[src/rtl/sync_fifo_prog_if.sv]
// Handshake and status bundle for sync_fifo_prog.
// The "master" modport drives requests and the "slave" modport is the FIFO.
interface sync_fifo_prog_if #(
    parameter int WIDTH = 8,
    parameter int CNT_W = 5
);
    logic             i_flush;
    logic [WIDTH-1:0] i_data;
    logic             i_wr_en;
    logic             i_rd_en;
    logic [WIDTH-1:0] o_data;
    logic             o_valid;
    logic             o_full;
    logic             o_empty;
    logic             o_almost_full;
    logic             o_almost_empty;
    logic [CNT_W-1:0] o_count;
    logic             o_overflow;
    logic             o_underflow;

    modport master (
        output i_flush, i_data, i_wr_en, i_rd_en,
        input  o_data, o_valid, o_full, o_empty, o_almost_full, o_almost_empty,
               o_count, o_overflow, o_underflow
    );

    modport slave (
        input  i_flush, i_data, i_wr_en, i_rd_en,
        output o_data, o_valid, o_full, o_empty, o_almost_full, o_almost_empty,
               o_count, o_overflow, o_underflow
    );
endinterface

[src/rtl/sync_fifo_prog.sv]
// Single-clock FIFO of arbitrary depth with programmable almost flags and sticky errors.
// Define SYNC_FIFO_FWFT_EN for first-word-fall-through reads; default is a registered read port.
module sync_fifo_prog #(
    parameter int WIDTH     = 8,
    parameter int DEPTH     = 16,
    parameter int AF_THRESH = DEPTH - 2,
    parameter int AE_THRESH = 2
) (
    input  logic            i_clk,
    input  logic            i_rst,
    sync_fifo_prog_if.slave fifo
);
    localparam int CNT_W = $clog2(DEPTH + 1);
    localparam int PTR_W = $clog2(DEPTH);

    generate
        if (!(AE_THRESH >= 0 && AE_THRESH < AF_THRESH && AF_THRESH <= DEPTH)) begin : g_bad_thresh
            $fatal(1, "sync_fifo_prog: need 0 <= AE_THRESH < AF_THRESH <= DEPTH");
        end
    endgenerate

    logic [WIDTH-1:0] mem [DEPTH];
    logic [PTR_W-1:0] wr_ptr;
    logic [PTR_W-1:0] rd_ptr;
    logic [CNT_W-1:0] count;
    logic             overflow;
    logic             underflow;
    logic             full;
    logic             empty;
    logic             wr_req;
    logic             rd_req;

    // Pointers wrap explicitly so DEPTH need not be a power of two.
    function automatic logic [PTR_W-1:0] next_ptr(input logic [PTR_W-1:0] ptr);
        return (ptr == PTR_W'(DEPTH - 1)) ? '0 : ptr + 1'b1;
    endfunction

    always_comb begin
        full   = (count == CNT_W'(DEPTH));
        empty  = (count == '0);
        wr_req = fifo.i_wr_en & ~full;
        rd_req = fifo.i_rd_en & ~empty;
    end

    always_ff @(posedge i_clk) begin
        if (i_rst || fifo.i_flush) begin
            wr_ptr    <= '0;
            rd_ptr    <= '0;
            count     <= '0;
            overflow  <= 1'b0;
            underflow <= 1'b0;
        end else begin
            if (wr_req) wr_ptr <= next_ptr(wr_ptr);
            if (rd_req) rd_ptr <= next_ptr(rd_ptr);
            case ({wr_req, rd_req})
                2'b10:   count <= count + 1'b1;
                2'b01:   count <= count - 1'b1;
                default: count <= count;
            endcase
            if (fifo.i_wr_en && full)  overflow  <= 1'b1;
            if (fifo.i_rd_en && empty) underflow <= 1'b1;
        end
    end

    // Storage has no reset; flush/reset only drop the same-cycle write.
    always_ff @(posedge i_clk) begin
        if (!i_rst && !fifo.i_flush && wr_req) mem[wr_ptr] <= fifo.i_data;
    end

    assign fifo.o_full         = full;
    assign fifo.o_empty        = empty;
    assign fifo.o_almost_full  = (count >= CNT_W'(AF_THRESH));
    assign fifo.o_almost_empty = (count <= CNT_W'(AE_THRESH));
    assign fifo.o_count        = count;
    assign fifo.o_overflow     = overflow;
    assign fifo.o_underflow    = underflow;

`ifdef SYNC_FIFO_FWFT_EN
    assign fifo.o_data  = mem[rd_ptr];
    assign fifo.o_valid = ~empty;
`else
    logic [WIDTH-1:0] rd_data_p1;
    logic             vld_p1;

    // Read stage p1: popped word presented for exactly one cycle.
    always_ff @(posedge i_clk) begin
        if (i_rst) begin
            rd_data_p1 <= '0;
            vld_p1     <= 1'b0;
        end else if (fifo.i_flush) begin
            vld_p1 <= 1'b0;
        end else begin
            vld_p1 <= rd_req;
            if (rd_req) rd_data_p1 <= mem[rd_ptr];
        end
    end

    assign fifo.o_data  = rd_data_p1;
    assign fifo.o_valid = vld_p1;
`endif
endmodule

[src/flat_wrapper.sv]
// flat-port wrapper written by rule: the top's interface ports become plain ports
module sync_fifo_prog_flat 
#(
    parameter int WIDTH     = 8,
    parameter int DEPTH     = 16,
    parameter int AF_THRESH = DEPTH - 2,
    parameter int AE_THRESH = 2
)
  (i_clk, i_rst, fifo_i_flush, fifo_i_data, fifo_i_wr_en, fifo_i_rd_en, fifo_o_data, fifo_o_valid, fifo_o_full, fifo_o_empty, fifo_o_almost_full, fifo_o_almost_empty, fifo_o_count, fifo_o_overflow, fifo_o_underflow);
  sync_fifo_prog_if #(.WIDTH(WIDTH), .CNT_W(5)) fifo_i ();
  input  logic i_clk;
  input  logic i_rst;
  input wire logic [$bits(fifo_i.i_flush)-1:0] fifo_i_flush;
  input wire logic [$bits(fifo_i.i_data)-1:0] fifo_i_data;
  input wire logic [$bits(fifo_i.i_wr_en)-1:0] fifo_i_wr_en;
  input wire logic [$bits(fifo_i.i_rd_en)-1:0] fifo_i_rd_en;
  output wire logic [$bits(fifo_i.o_data)-1:0] fifo_o_data;
  output wire logic [$bits(fifo_i.o_valid)-1:0] fifo_o_valid;
  output wire logic [$bits(fifo_i.o_full)-1:0] fifo_o_full;
  output wire logic [$bits(fifo_i.o_empty)-1:0] fifo_o_empty;
  output wire logic [$bits(fifo_i.o_almost_full)-1:0] fifo_o_almost_full;
  output wire logic [$bits(fifo_i.o_almost_empty)-1:0] fifo_o_almost_empty;
  output wire logic [$bits(fifo_i.o_count)-1:0] fifo_o_count;
  output wire logic [$bits(fifo_i.o_overflow)-1:0] fifo_o_overflow;
  output wire logic [$bits(fifo_i.o_underflow)-1:0] fifo_o_underflow;
  assign fifo_i.i_flush = fifo_i_flush;
  assign fifo_i.i_data = fifo_i_data;
  assign fifo_i.i_wr_en = fifo_i_wr_en;
  assign fifo_i.i_rd_en = fifo_i_rd_en;
  assign fifo_o_data = fifo_i.o_data;
  assign fifo_o_valid = fifo_i.o_valid;
  assign fifo_o_full = fifo_i.o_full;
  assign fifo_o_empty = fifo_i.o_empty;
  assign fifo_o_almost_full = fifo_i.o_almost_full;
  assign fifo_o_almost_empty = fifo_i.o_almost_empty;
  assign fifo_o_count = fifo_i.o_count;
  assign fifo_o_overflow = fifo_i.o_overflow;
  assign fifo_o_underflow = fifo_i.o_underflow;
  sync_fifo_prog #(.WIDTH(WIDTH), .DEPTH(DEPTH), .AF_THRESH(AF_THRESH), .AE_THRESH(AE_THRESH)) u_core (.i_clk(i_clk), .i_rst(i_rst), .fifo(fifo_i));
endmodule
[config.mk]
export PLATFORM = sky130hd
export DESIGN_NAME = sync_fifo_prog_flat
export DESIGN_NICKNAME = d
export VERILOG_FILES = /design/src/rtl/sync_fifo_prog_if.sv /design/src/rtl/sync_fifo_prog.sv /design/src/flat_wrapper.sv
export SDC_FILE = /design/constraint.sdc
export NUM_CORES = 1
export LEC_CHECK = 0
export BUFFER_PORTS_ARGS = -buffer_cell sky130_fd_sc_hd__buf_2
export CAP_MARGIN = 20
export CORE_MARGIN = 8
export CORE_UTILIZATION = 33
export CTS_BUF_LIST = sky130_fd_sc_hd__clkbuf_4 sky130_fd_sc_hd__clkbuf_8
export CTS_CLUSTER_DIAMETER = 100
export CTS_CLUSTER_SIZE = 25
export DETAILED_ROUTE_END_ITERATION = 8
export PLACE_DENSITY = 0.56
export SKIP_LAST_GASP = 1
export SLEW_MARGIN = 20
export SYNTH_ARGS = -nofsm -noshare
export SYNTH_HDL_FRONTEND = slang
export SYNTH_SLANG_ARGS = --single-unit
[constraint.sdc]
create_clock -name i_clk -period 3.5 [get_ports i_clk]
set_input_delay 0 -clock i_clk [delete_from_list [all_inputs] [get_ports i_clk]]
set_output_delay 0 -clock i_clk [all_outputs]
set_load 0.1 [all_outputs]
==> reports/results.ini <==
[route]
vias_per_cell=5.06
drtPass1Iterations=5
drt-total-wl_um=13300
ant_nets=0
vias=3453
wl_per_cell_um=19.4
drt_iter0_drc=262
drcViolationCount=0

[cts]
clk_path_buf_depth=2
clk_pin_slew_ns=0.08
clkSinkCount=152
h-tree-depth=4
clk_latency_ns=0.45
post_cts_resized=0
cts_tree=yes
cts_hold_buf=13
root_buffer=clkbuf_8
cts_buffers=17
postCtsSetupRepairBufs=0

[die]
die_w_um=152
start_util_pct=33.3
fp-row-count=50
die_h_um=152
core_mm2=0.0185
io_pins=33
die-area_mm2=0.0232

[logic_synthesis]
synth.net_count=408
ys_warn_count=0
avgSynthCellArea_um2=15.9
async_flop_share_pct=0
synthCells=386
synth_seq_cells=152
ys.flop_type=edfxtp_1
synth_area_mm2=0.00614
synth_cell_types=47
ys_seq_area_share_pct=70.5
synth_edf_count=128

[job]
max-cap-violations=0

[setup_path]
crit_chain=or4_4, o21ai_4, inv_2, ha_1, xor2_1, ha_1, a211o_1, a211o_1, a31oi_1, xnor2_1, nor2_1
crit_slowest_cell=or4_4
end_kind=flop
critPathKind=flop to flop
cp_top_family=compound AO/OA/AOI/OAI gates
cp-start-kind=flop
cp.arrival_ns=3.37
cp.required_ns=3.84
crit_fanout=7
crit_buf_inv=1
max_stage_delay_ns=0.58

[grt]
antenna_found_initial=0
grt_max_degree=19
grt_pass1_vias=3587
grt_pass1_wl_um=20800
grtUsageTotal_pct=11.8
gr-total-overflow=0

[timing]
tightest_slew_ns=0.962
tns_ns=0
post-route-min-period_ns=3.03
finalHoldViolCount=0
max_clock_freq_ghz=0.330
finalClockSkew_ns=0.0110
max_slew_margin_pct=35.7
setup_violations=0
final.period_utilization_pct=86.5
rsz0062_at_grt=no
drv_slew=0

[place]
place_congestion=0.759
place_hpwl_um=8820
io_buffer_count=32
placed_cells_incl_taps=640

[layout]
insertedDiodeCount=0
drive_above_1_share_pct=22.0
stdcell_count=683
fillers=1707
nNetsFinal=460
area_delta_synth_final_pct=15.2
layout.area.seq_mm2=0.00433
multi_input_area_mm2=0.00168

[power_and_ir_drop]
p_total_uw=3500
p_leak_uw=0.00225
p_per_area_mw_per_mm2=495
vdd_drop_max_v=0.000228

[run_status]
outcome=completed

[min_path]
hold_path_class=primary input to flop

[cell usage after synthesis, types with 2 or more instances]
master      n  area share, %
mux4_2     16            5.9
nand2_1    14           0.86
mux2i_1    34            5.5
nor2_1     38            2.3
a311oi_1    8            1.1
o22ai_1    17            1.7
a211oi_1    8           0.98
buf_1       3           0.18
xnor2_1     2           0.29
a211o_1     2           0.29
edfxtp_1  128             63
inv_1       4           0.24
nor4_1      2           0.20
dfxtp_1    24            7.8
nor3_1      7           0.57
buf_2      10           0.82
xor2_1      4           0.57
nand3_1     7           0.57
a31oi_1     2           0.20
nand2b_1    3           0.31
a41oi_1     2           0.29
a21oi_1    11           0.90
ha_1        9            1.8
buf_4       2           0.24
buf_6       2           0.37
or2_2       2           0.20
clkbuf_1    5           0.31
[worst register-to-register path, stage by stage, from the launching register on]
cell,delay [ns]
dfxtp_1,0.39
or4_4,0.58
o21ai_4,0.24
inv_2,0.11
ha_1,0.28
xor2_1,0.17
ha_1,0.22
a211o_1,0.28
a211o_1,0.29
a31oi_1,0.16
xnor2_1,0.14
nor2_1,0.05
[power breakdown]
group          total, uW  switching [uW]  leakage [uW]  internal (uW)
Clock               1310             678      0.000192            635
Combinational        208             150      0.000707           57.9
Sequential          1980            11.3       0.00135           1970
[kinds of logic (layout without fill, tap and decap cells)]
family / Yosys count / after routing / share of synthesized area (%)
adders and majority gates: 9 / 9 / 1.83
and+or+nand+nor: 84 / 84 / 6.54
xor gates and xnor gates: 6 / 6 / 0.856
muxes: 50 / 50 / 11.4
AOI/OAI and AO/OA: 58 / 58 / 6.67
buffers and inverters: 27 / 90 / 2.22
DFF: 152 / 152 / 70.5
[layout by cell type (no fill, tap or decap), types with 2 or more instances in the layout]
| master | count |
|---|---|
| buf_4 | 10 |
| bufinv_16 | 2 |
| a311oi_1 | 8 |
| nor3_1 | 7 |
| nand3_1 | 7 |
| clkinv_4 | 5 |
| o22ai_1 | 17 |
| nand2_1 | 14 |
| or2_2 | 2 |
| nor4_1 | 2 |
| dfxtp_2 | 3 |
| a31oi_1 | 2 |
| nor2_1 | 38 |
| dfxtp_1 | 21 |
| xor2_1 | 4 |
| nand2b_1 | 3 |
| a41oi_1 | 2 |
| a21oi_1 | 11 |
| mux4_2 | 16 |
| inv_6 | 2 |
| edfxtp_1 | 128 |
| a211o_1 | 2 |
| ha_1 | 9 |
| mux2i_1 | 34 |
| inv_1 | 4 |
| xnor2_1 | 2 |
| clkbuf_8 | 17 |
| a211oi_1 | 8 |
| dlygate4sd3_1 | 13 |
| buf_2 | 32 |
[stage by stage]
step                      hold slack, ns  setup slack, ns  utilization (%)  instance area (um2)
after CTS                          0.322            0.456             38.3                 7070
after detailed placement           0.264            0.473             35.5                 6560
after floorplan                   0.0989           0.0751                -                 6150
final                              0.341            0.472             38.3                 7070
after global routing               0.365            0.384             38.3                 7070
after global placement             0.256            0.508             35.5                 6560
[flip-flops by register name (all words and copies together) (netlist names)]
signal                   flops
u_core.fifo.o_valid          1
u_core.rd_ptr                4
u_core.fifo.o_data           8
u_core.wr_ptr                4
u_core.fifo.o_count          5
u_core.mem                 128
u_core.fifo.o_overflow       1
u_core.fifo.o_underflow      1
[worst paths after layout]
kind,from,end,depth (start not counted),slack [ns]
max,u_core.fifo.o_count[0]$_SDFFE_PP0P_,u_core.fifo.o_count[4]$_SDFFE_PP0P_,11,0.47
min,fifo_i_wr_en,u_core.fifo.o_overflow$_SDFFE_PP0P_,4,0.34
max reg2reg,u_core.fifo.o_count[0]$_SDFFE_PP0P_,u_core.fifo.o_count[4]$_SDFFE_PP0P_,11,0.47
min reg2reg,u_core.fifo.o_overflow$_SDFFE_PP0P_,u_core.fifo.o_overflow$_SDFFE_PP0P_,2,0.48
[per-layer routing]
metal  up-vias  GRT usage, %  wire length (um)
met3        19          2.30               497
met5         -             0                 0
met4         0          5.14               223
li1       1616             -                 -
met1      1749          14.0              5710
met2        69          20.4              6840
[area by class of cell]
cell class                 instances  area share [%]
clock inverter                    13            2.11
multi-input combinational        207            23.8
sequential                       152            61.2
tap                              234            4.14
inverter                           5           0.265
timing repair buffer              55            5.17
clock buffer                      17            3.31
(Power assumes the default switching activity.)
